$ cat src/rtl/ahb_timer_slave_pkg.sv
// Shared AHB-Lite transfer encodings and timer register map.
package ahb_timer_slave_pkg;

  typedef enum logic [1:0] {
    TRANS_IDLE   = 2'b00,
    TRANS_BUSY   = 2'b01,
    TRANS_NONSEQ = 2'b10,
    TRANS_SEQ    = 2'b11
  } transfer_kind_e;

  typedef enum logic [1:0] {
    SIZE_8  = 2'b00,
    SIZE_16 = 2'b01,
    SIZE_32 = 2'b10,
    SIZE_64 = 2'b11
  } transfer_size_e;

  typedef enum logic {
    RESP_OKAY  = 1'b0,
    RESP_ERROR = 1'b1
  } transfer_response_e;

  localparam logic [1:0] HSIZE_32 = SIZE_32;

  // Byte offsets within the 32-byte timer window.
  localparam logic [4:0] TIMER_REG_CTRL     = 5'h00;
  localparam logic [4:0] TIMER_REG_PRESCALE = 5'h04;
  localparam logic [4:0] TIMER_REG_COUNT_LO = 5'h08;
  localparam logic [4:0] TIMER_REG_COUNT_HI = 5'h0C;
  localparam logic [4:0] TIMER_REG_CMP_LO   = 5'h10;
  localparam logic [4:0] TIMER_REG_CMP_HI   = 5'h14;
  localparam logic [4:0] TIMER_REG_STATUS   = 5'h18;
  localparam logic [4:0] TIMER_REG_INVALID  = 5'h1C;

  typedef struct packed {
    logic auto_reload;
    logic irq_en;
    logic en;
  } timer_ctrl_t;

  // Response sequencing of the slave data phase.
  typedef enum logic [1:0] {
    ST_IDLE = 2'b00,
    ST_DATA = 2'b01,
    ST_ERR1 = 2'b10,
    ST_ERR2 = 2'b11
  } resp_state_e;

  // Only NONSEQ and SEQ carry a real transfer.
  function automatic logic is_active_trans(input logic [1:0] trans);
    return (trans == TRANS_NONSEQ) || (trans == TRANS_SEQ);
  endfunction

endpackage

$ cat src/rtl/ahb_slave_frontend.sv
// Reusable AHB-Lite slave front end: address-phase capture, response FSM
// and ready/resp generation. Hands a simple register strobe interface on.
module ahb_slave_frontend
  import ahb_timer_slave_pkg::*;
(
  input  logic        clk,
  input  logic        rst,
  input  logic        sel,
  input  logic        hwrite,
  input  logic [4:0]  haddr,
  input  logic [1:0]  hsize,
  input  logic [1:0]  htrans,
  input  logic        hready_in,
  input  logic [31:0] hwdata,
  output logic        hready_out,
  output logic        hresp,
  output logic        reg_wr,
  output logic        reg_rd,
  output logic [4:0]  reg_offset,
  output logic [31:0] wdata
);

  resp_state_e state_q, state_d;
  logic [4:0]  offset_q, offset_d;
  logic        write_q, write_d;
  logic        hready_q, hready_d;
  logic        hresp_q, hresp_d;
  logic        accept;
  logic        bad_xfer;

  // Next-state and registered-output computation; ERR1 blocks new acceptance.
  always_comb begin
    accept   = sel && hready_in && is_active_trans(htrans) && (state_q != ST_ERR1);
    bad_xfer = (haddr == TIMER_REG_INVALID) || (haddr[1:0] != 2'b00) || (hsize != HSIZE_32);
    offset_d = offset_q;
    write_d  = write_q;
    if (accept) begin
      offset_d = haddr;
      write_d  = hwrite;
    end
    if (state_q == ST_ERR1) begin
      state_d = ST_ERR2;
    end else if (accept) begin
      state_d = bad_xfer ? ST_ERR1 : ST_DATA;
    end else begin
      state_d = ST_IDLE;
    end
    hready_d = (state_d != ST_ERR1);
    hresp_d  = ((state_d == ST_ERR1) || (state_d == ST_ERR2)) ? RESP_ERROR : RESP_OKAY;
  end

  // Response FSM with outputs registered alongside the state.
  always_ff @(posedge clk or negedge rst) begin
    if (!rst) begin
      state_q  <= ST_IDLE;
      offset_q <= 5'd0;
      write_q  <= 1'b0;
      hready_q <= 1'b1;
      hresp_q  <= RESP_OKAY;
    end else begin
      state_q  <= state_d;
      offset_q <= offset_d;
      write_q  <= write_d;
      hready_q <= hready_d;
      hresp_q  <= hresp_d;
    end
  end

  assign hready_out = hready_q;
  assign hresp      = hresp_q;
  assign reg_wr     = (state_q == ST_DATA) && write_q;
  assign reg_rd     = (state_q == ST_DATA) && !write_q;
  assign reg_offset = offset_q;
  assign wdata      = hwdata;

endmodule

$ cat src/rtl/ahb_timer_slave.sv
// AHB-Lite timer peripheral: 64-bit prescaled up-counter with compare,
// sticky match flag and level interrupt.
module ahb_timer_slave
  import ahb_timer_slave_pkg::*;
#(
  parameter int PRESCALE_WIDTH = 16,
  parameter int RESET_PRESCALE = 0
) (
  input  logic        clk,
  input  logic        rst,
  input  logic        sel,
  input  logic        hwrite,
  input  logic [31:0] haddr,
  input  logic [1:0]  hsize,
  input  logic [1:0]  htrans,
  input  logic        hready_in,
  input  logic [31:0] hwdata,
  output logic [31:0] hrdata,
  output logic        hready_out,
  output logic        hresp,
  output logic        irq
);

  logic        reg_wr, reg_rd;
  logic [4:0]  reg_offset;
  logic [31:0] wdata;
  logic        unused_haddr_hi;

  assign unused_haddr_hi = ^haddr[31:5];

  ahb_slave_frontend u_frontend (
    .clk        (clk),
    .rst        (rst),
    .sel        (sel),
    .hwrite     (hwrite),
    .haddr      (haddr[4:0]),
    .hsize      (hsize),
    .htrans     (htrans),
    .hready_in  (hready_in),
    .hwdata     (hwdata),
    .hready_out (hready_out),
    .hresp      (hresp),
    .reg_wr     (reg_wr),
    .reg_rd     (reg_rd),
    .reg_offset (reg_offset),
    .wdata      (wdata)
  );

  timer_ctrl_t               ctrl_q, ctrl_d;
  logic [PRESCALE_WIDTH-1:0] prescale_q, prescale_d;
  logic [PRESCALE_WIDTH-1:0] pcnt_q, pcnt_d;
  logic [63:0]               count_q, count_d;
  logic [63:0]               cmp_q, cmp_d;
  logic                      pending_q, pending_d;
  logic                      irq_q, irq_d;
  logic [63:0]               count_inc;
  logic                      tick, match;
  logic                      wr_ctrl, wr_pre, wr_cnt_lo, wr_cnt_hi, wr_cmp_lo, wr_cmp_hi, wr_status;

  // Register writes, prescaler and counter update; bus writes to COUNT
  // override the increment, a match set beats a STATUS clear.
  always_comb begin
    wr_ctrl   = reg_wr && (reg_offset == TIMER_REG_CTRL);
    wr_pre    = reg_wr && (reg_offset == TIMER_REG_PRESCALE);
    wr_cnt_lo = reg_wr && (reg_offset == TIMER_REG_COUNT_LO);
    wr_cnt_hi = reg_wr && (reg_offset == TIMER_REG_COUNT_HI);
    wr_cmp_lo = reg_wr && (reg_offset == TIMER_REG_CMP_LO);
    wr_cmp_hi = reg_wr && (reg_offset == TIMER_REG_CMP_HI);
    wr_status = reg_wr && (reg_offset == TIMER_REG_STATUS);

    tick      = ctrl_q.en && (pcnt_q == prescale_q);
    count_inc = count_q + 64'd1;
    match     = tick && (count_inc == cmp_q) && !(wr_cnt_lo || wr_cnt_hi);

    ctrl_d     = wr_ctrl ? timer_ctrl_t'(wdata[2:0]) : ctrl_q;
    prescale_d = wr_pre ? wdata[PRESCALE_WIDTH-1:0] : prescale_q;

    pcnt_d = pcnt_q;
    if (wr_pre) begin
      pcnt_d = '0;
    end else if (ctrl_q.en) begin
      pcnt_d = tick ? '0 : pcnt_q + PRESCALE_WIDTH'(1);
    end

    count_d = count_q;
    if (tick) begin
      count_d = (match && ctrl_q.auto_reload) ? 64'd0 : count_inc;
    end
    if (wr_cnt_lo) count_d = {count_q[63:32], wdata};
    if (wr_cnt_hi) count_d = {wdata, count_q[31:0]};

    cmp_d = cmp_q;
    if (wr_cmp_lo) cmp_d[31:0]  = wdata;
    if (wr_cmp_hi) cmp_d[63:32] = wdata;

    pending_d = pending_q;
    if (wr_status && wdata[0]) pending_d = 1'b0;
    if (match) pending_d = 1'b1;

    irq_d = pending_q && ctrl_q.irq_en;
  end

  // Timer state registers.
  always_ff @(posedge clk or negedge rst) begin
    if (!rst) begin
      ctrl_q     <= '0;
      prescale_q <= PRESCALE_WIDTH'(RESET_PRESCALE);
      pcnt_q     <= '0;
      count_q    <= 64'd0;
      cmp_q      <= '1;
      pending_q  <= 1'b0;
      irq_q      <= 1'b0;
    end else begin
      ctrl_q     <= ctrl_d;
      prescale_q <= prescale_d;
      pcnt_q     <= pcnt_d;
      count_q    <= count_d;
      cmp_q      <= cmp_d;
      pending_q  <= pending_d;
      irq_q      <= irq_d;
    end
  end

  // Read data is driven only during a read data phase, from the latched offset.
  always_comb begin
    hrdata = 32'd0;
    if (reg_rd) begin
      case (reg_offset)
        TIMER_REG_CTRL:     hrdata = {29'd0, ctrl_q};
        TIMER_REG_PRESCALE: hrdata = 32'(prescale_q);
        TIMER_REG_COUNT_LO: hrdata = count_q[31:0];
        TIMER_REG_COUNT_HI: hrdata = count_q[63:32];
        TIMER_REG_CMP_LO:   hrdata = cmp_q[31:0];
        TIMER_REG_CMP_HI:   hrdata = cmp_q[63:32];
        TIMER_REG_STATUS:   hrdata = {31'd0, pending_q};
        default:            hrdata = 32'd0;
      endcase
    end
  end

  assign irq = irq_q;

endmodule

$ cat config.mk
export PLATFORM = sky130hd
export DESIGN_NAME = ahb_timer_slave
export DESIGN_NICKNAME = d
export VERILOG_FILES = /design/src/rtl/ahb_timer_slave_pkg.sv /design/src/rtl/ahb_slave_frontend.sv /design/src/rtl/ahb_timer_slave.sv
export SDC_FILE = /design/constraint.sdc
export NUM_CORES = 1
export LEC_CHECK = 0
export ABC_AREA = 1
export ABC_CLOCK_PERIOD_IN_PS = 3400
export CAP_MARGIN = 20
export CORE_MARGIN = 2
export CORE_UTILIZATION = 45
export CTS_BUF_LIST = sky130_fd_sc_hd__clkbuf_16
export CTS_CLUSTER_SIZE = 28
export DETAILED_ROUTE_END_ITERATION = 12
export PLACE_DENSITY_LB_ADDON = 0.12
export RECOVER_POWER = 50
export SYNTH_ARGS = -nofsm -noshare
export SYNTH_HDL_FRONTEND = slang
export SYNTH_HIERARCHICAL = 1
export SYNTH_SLANG_ARGS = --single-unit
$ cat constraint.sdc
create_clock -name clk -period 3.4 [get_ports clk]
set_input_delay 0.34 -clock clk [delete_from_list [all_inputs] [get_ports clk]]
set_output_delay 0.34 -clock clk [all_outputs]
set_load 0.01 [all_outputs]
Word level (Yosys, flattened, before mapping)
Cells that the tools add are included.
{ "op_classes": {"n_div": 0, "bitwise_logic": 1, "addsub": 2, "n_eq_ne": 19, "n_mux": 15, "reduce_logical": 33, "shift": 0, "mul": 0, "n_lt_le_gt_ge": 0} }
{ "ops": {"columns": ["operator", "count"], "rows": [
  ["$mux W64", 4],
  ["$pmux W32 S7", 1],
  ["$add A64 B1 Y64 const B", 1],
  ["$eq A64 B64 Y1", 1],
  ["$mux W16", 3],
  ["$mux W32", 1],
  ["$eq A5 B5 Y1 const B", 4],
  ["$logic_and A1 B1 Y1", 18],
  ["$add A16 B1 Y16 const B", 1],
  ["$eq A16 B16 Y1", 1],
  ["$eq A2 B2 Y1 const B", 5],
  ["$eq A5 B4 Y1 const B", 2],
  ["$reduce_bool A2 Y1", 5],
  ["$mux W2", 3],
  ["$ne A2 B2 Y1 const B", 3],
  ["$eq A5 B3 Y1 const B", 1],
  ["$logic_not A5 Y1", 1],
  ["$logic_or A1 B1 Y1", 5],
  ["$reduce_and A2 Y1", 2],
  ["$mux W1", 3],
  ["$eq A2 B1 Y1 const B", 1],
  ["$logic_not A1 Y1", 2],
  ["$ne A2 B1 Y1 const B", 1],
  ["$not A1 Y1", 1]
]} }
{ "totals": {"word_cells": 86, "latchBits": 0, "ff_bits": 175, "ramBits": 0, "rom_bits": 0, "n_memories": 0} }

Logic depth before layout (Yosys ltp)
{ "depth": {"ltp_word": 11, "mapped_depth": 22, "mapped_depth_nobuf": 20} }

Hierarchy
Netlist, hierarchy kept.
{ "modules_own_cells": {"columns": ["module", "instances", "seq_area_each_um2", "area_per_inst_um2", "cells_per_inst"], "rows": [
  ["ahb_timer_slave", 1, 4209.0, 12589.6, 2021],
  ["ahb_slave_frontend", 1, 251.5, 690.7, 86]
]} }

Worst setup path after synthesis
No wires, ideal clock.
{ "synth_timing": {"kind": "reg-to-reg", "start": "register count_q[0]", "end": "register count_q[16]", "synth_period_minus_slack_ns": 2.431, "t_arrival_ns": 2.309, "slack_ns": 0.969, "setup_time_ns": 0.122, "path_stages_with_launch": 21, "path_cell_list": "dfrtp_1 ha_1 nand2_2 nor2_1 nand2_2 nor2_2 buf_6 nand3_1 nand2_1 nand2_1 nand2_1 nand2_1 nor2_1 nand2_1 nor2_1 nand2_1 nor2_2 nand3_4 buf_6 nand2_2 a21oi_1"} }
{ "synth_via": {"elab_chain_len": 8} }
{ "synth_rtl": {"columns": ["item", "line_no", "text"], "rows": [
  ["from (decl)", "ahb_timer_slave.sv:52", "logic [63:0] count_q, count_d;"],
  ["from (signal assigned)", "ahb_timer_slave.sv:117", "count_q <= count_d;"],
  ["$add A64 B1 Y64 (*)", "ahb_timer_slave.sv:72", "count_inc = count_q + 64'd1;"],
  ["$eq A64 B64 Y1", "ahb_timer_slave.sv:73", "match = tick && (count_inc == cmp_q) && !(wr_cnt_lo || wr_cnt_hi);"],
  ["$logic_and A1 B1 Y1 (2 in series)", "ahb_timer_slave.sv:73", null],
  ["$logic_and A1 B1 Y1", "ahb_timer_slave.sv:87", "count_d = (match && ctrl_q.auto_reload) ? 64'd0 : count_inc;"],
  ["$mux W64 (*)", "ahb_timer_slave.sv:87", null],
  ["$mux W64 (*)", "ahb_timer_slave.sv:86", "if (tick) begin"],
  ["$mux W64 (*)", "ahb_timer_slave.sv:89", "if (wr_cnt_lo) count_d = {count_q[63:32], wdata};"]
]} }
Every way passes the cells marked *; elsewhere a longest branch is shown, timed or not. The select of a mux whose other input is x is not followed.
A chain may end at the register's enable or synchronous reset.

Worst setup path in the final report
{ "layout_timing": {"start": "register u_frontend.offset_q[1] (netlist: u_frontend/reg_offset[1])", "end": "output port hrdata[12]"} }
{ "layout_via": {"elab_chain_len": 3, "word_cells_on_any_way": 9} }
{ "layout_rtl": {"columns": ["item", "line_no", "text"], "rows": [
  ["from (decl)", "ahb_slave_frontend.sv:24", "logic [4:0] offset_q, offset_d;"],
  ["from (signal assigned)", "ahb_slave_frontend.sv:62", "offset_q <= offset_d;"],
  ["$eq A5 B5 Y1 (tied with other cells)", "ahb_timer_slave.sv:128", "case (reg_offset)"],
  ["$pmux W32 S7 (*)", "ahb_timer_slave.sv:128", null],
  ["$mux W32 (*)", "ahb_timer_slave.sv:127", "if (reg_rd) begin"],
  ["to (decl)", "ahb_timer_slave.sv:18", "output logic [31:0] hrdata,"]
]} }
Every way passes the cells marked *; elsewhere a longest branch is shown, timed or not.

==> results_dict.tcl <==
set metrics [dict create \
    drtIter0Drc 1611 \
    grt.overflow.total 0 \
    multi_input_area_um2 7320 \
    stdcell_area_um2 15200 \
    synth_cells 2107 \
    io_buffers 79 \
    placed_cell_area_um2 14600 \
    clock-root-buffer "clkbuf_16" \
    start_util 0.460 \
    sw_frac_of_total 0.555 \
    final_hold_viol_count 0 \
    crit_fanout 9 \
    cts_tree "yes" \
    synth_xor_area_frac 0.0248 \
    ys_seq_area_frac 0.336 \
    finalCritPeriodShare 0.981 \
    postRouteAntennaNets 0 \
    routedWlPerCell_um 21.0 \
    required_ps 3060 \
    numCtsBuffers 17 \
    period_needed_ps 3340 \
    synth_nets 2182 \
    fillers 3025 \
    yosys-top-cells-area "dfrtp_1, nand2_1, dfstp_2" \
    synthAdderAreaFrac 0.00188 \
    clock_skew_ps 19.6 \
    synth_edf_count 0 \
    layout-drive-gt1-share 0.110 \
    switching_power_mw 8.85 \
    status "complete, no violations" \
    ff2ff_path_depth 19 \
    yosysWarnings 6 \
    dr.pass1.iters 6 \
    cts-htree-levels 4 \
    hold_depth 3 \
    holdPathEnd "u_frontend/write_q$_DFFE_PN0P_" \
    slew_viol_final 0 \
    clockBufferDepth 2 \
    r2r_end "count_q[27]$_DFFE_PN0P_" \
    pin_count 108 \
    synth_compound_area_frac 0.141 \
    fmax_ghz 0.300 \
    finalSetupViolCount 0 \
    yosys.area_share.simple 0.380 \
    ir_drop_mv 0.556 \
    nets 2259 \
    pwr-share-clk 0.121 \
    drc 0 \
    hp-start "hwrite" \
    wl_um 54300 \
    rsz0062_at_grt "false" \
    grt_max_degree 65 \
    synthTopCellsByCount "nand2_1, nor2_1, inv_1" \
    pwr-share-comb 0.668 \
    relSlewSlack 0.0202 \
    synth_area_um2 13300 \
    grt_pass1_wl_um 81900 \
    cts.clk_slew.worst_paths_ps 70 \
    setup_tns_ps 0 \
    synth-seq-cells 175 \
    clock_latency_ps 470 \
    leakagePower_nw 8.83 \
    synth_top_family_by_area "simple AND/OR/NAND/NOR gates" \
    power_frac_seq 0.211 \
    ff_latch_area_um2 4460 \
    hold_class "input port to register" \
    synth.most_common_cell "nand2_1" \
    p_per_area_nw_per_um2 1050 \
    gp_congestion 1.07 \
    cp-start-kind "register" \
    max-cap-violations 0 \
    ys_types 46 \
    cts_sinks 175 \
    crit_path_end_kind "output pin" \
    yosys.area.top_type_share 0.207 \
    antenna_found_initial 0 \
    crit_arrival_ps 3000 \
    viasPerCell 5.65 \
    critical_path_class "register to output pin" \
    die_area_um2 30900 \
    diodes 0 \
    tightest_slew_ps 1470 \
    die_x_um 176 \
    hpwl_um 42000 \
    timing.reg2reg.setup_slack_ps 120 \
    internal_power_mw 7.09 \
    dr_total_vias 14589 \
    synthArstFlopShare 1.00 \
    synth.avg_cell_area_um2 6.30 \
    synth_flop_cell "dfrtp_1" \
    grt_usage 0.357 \
    synth_top_area_cell "dfrtp_1" \
    synthToLayoutAreaGrowth_pct 14.1 \
    die_height_um 176 \
    core_um2 28900 \
    rows 62 \
    grt_pass1_vias 13626 \
    r2r_start "count_q[0]$_DFFE_PN0P_" \
    synth_mux_area_frac 0 \
]
## layout make-up
cell class                 count  share of cell area
clock inverter                15             0.00768
inverter                     273              0.0676
clock buffer                  17              0.0281
timing repair buffer         149              0.0870
multi-input combinational   1568               0.483
tap                          384              0.0317
sequential                   175               0.295
## stage by stage
step                instances  utilization  hold slack (ps)  worst slack [ps]  total power [mW]
floorplan                2107            -             44.4               969              9.79
global placement         2547        0.506              342               186              13.5
detailed placement       2547        0.506              344               158              13.6
CTS                      2580        0.525              416              32.3              15.6
global route             2581        0.525              467              7.68              17.1
finish                   2581        0.525              450              64.3              15.9
## layout by cell type (no fill, tap or decap), types with 3 or more instances in the layout
cell,netlist,routed
xnor3_1,8,8
a21oi_1,104,104
o22ai_1,73,71
dfrtp_2,0,3
xor2_1,12,12
nand2_2,31,33
buf_4,32,64
inv_6,0,3
nor2_1,303,300
o21ai_0,102,101
nor3_1,15,15
dlygate4sd3_1,0,3
nand4_1,26,26
a221oi_1,24,24
clkbuf_2,0,3
inv_1,269,272
nand3b_1,9,9
a211oi_1,6,6
clkbuf_16,0,17
nand2_1,669,667
inv_8,0,3
dfstp_2,65,65
or2_2,6,6
nor2_4,4,6
clkinvlp_4,0,3
dfrtp_1,110,107
clkdlybuf4s50_1,0,76
xnor2_1,5,5
nor2_2,16,17
nand3_1,121,122
o21ai_1,10,10
## worst max-delay path, cell delays in order (launching register included)
cell and delay (ps):
dfrtp_1 390, nor2_2 200, nand2_1 100, nor2_1 150
clkbuf_1 520, a221oi_1 220, a21oi_1 330, clkdlybuf4s50_1 610
## power by group through the flow
stage | combinational, mW | sequential, mW | clock (mW)
after CTS | 10.3 | 3.32 | 1.96
after floorplan | 6.66 | 3.13 | 0
after global routing | 11.6 | 3.42 | 2.04
final | 10.7 | 3.36 | 1.93
after detailed placement | 10.2 | 3.35 | 0
after global placement | 10.2 | 3.34 | 0
## cells by family (layout without fill, tap and decap cells)
family,Yosys count,count (layout)
simple gates,1211,1211
buf+inv,364,454
compound gates,330,330
flops,175,175
xor+xnor,25,25
fa+ha+maj,2,2
## worst max path at each step
stage,endpoint,cells after the start,start
after floorplan,count_q[16]$_DFFE_PN0P_,20,count_q[0]$_DFFE_PN0P_
after global placement,count_q[31]$_DFFE_PN0P_,19,count_q[0]$_DFFE_PN0P_
after detailed placement,count_q[27]$_DFFE_PN0P_,18,count_q[11]$_DFFE_PN0P_
after CTS,hrdata[6],9,u_frontend/reg_offset[1]$_DFFE_PN0P_
after global routing,count_q[27]$_DFFE_PN0P_,18,count_q[3]$_DFFE_PN0P_
final,hrdata[12],7,u_frontend/reg_offset[1]$_DFFE_PN0P_
## timing repair
item / CTS / global route
endpoints found under the setup margin: 4 / 69
resized for setup: 3 / 13
hold buffers: 1 / 0
endpoints found under the hold margin: 34 / 0
cloned: 0 / 0
pin swaps: 0 / 1
buffers inserted: 0 / 1
## registers in the layout, summed over array words and instances, names as in the netlist
name,cells
u_frontend/hresp,1
prescale_q,16
u_frontend/state_q,2
pcnt_q,16
cmp_q,64
u_frontend/reg_offset,5
pending_q,1
u_frontend/write_q,1
ctrl_q,3
u_frontend/hready_out,1
irq,1
count_q,64
## per-layer routing
layer  track usage  part of all wire  vias to the layer above
li1              -                 -                     6874
met1         0.526              0.45                     6820
met2         0.524              0.41                      778
met3        0.0626              0.10                      117
met4         0.127             0.035                        0
met5             0                 0                        -
Note: power is estimated with default switching activity, not from simulation.
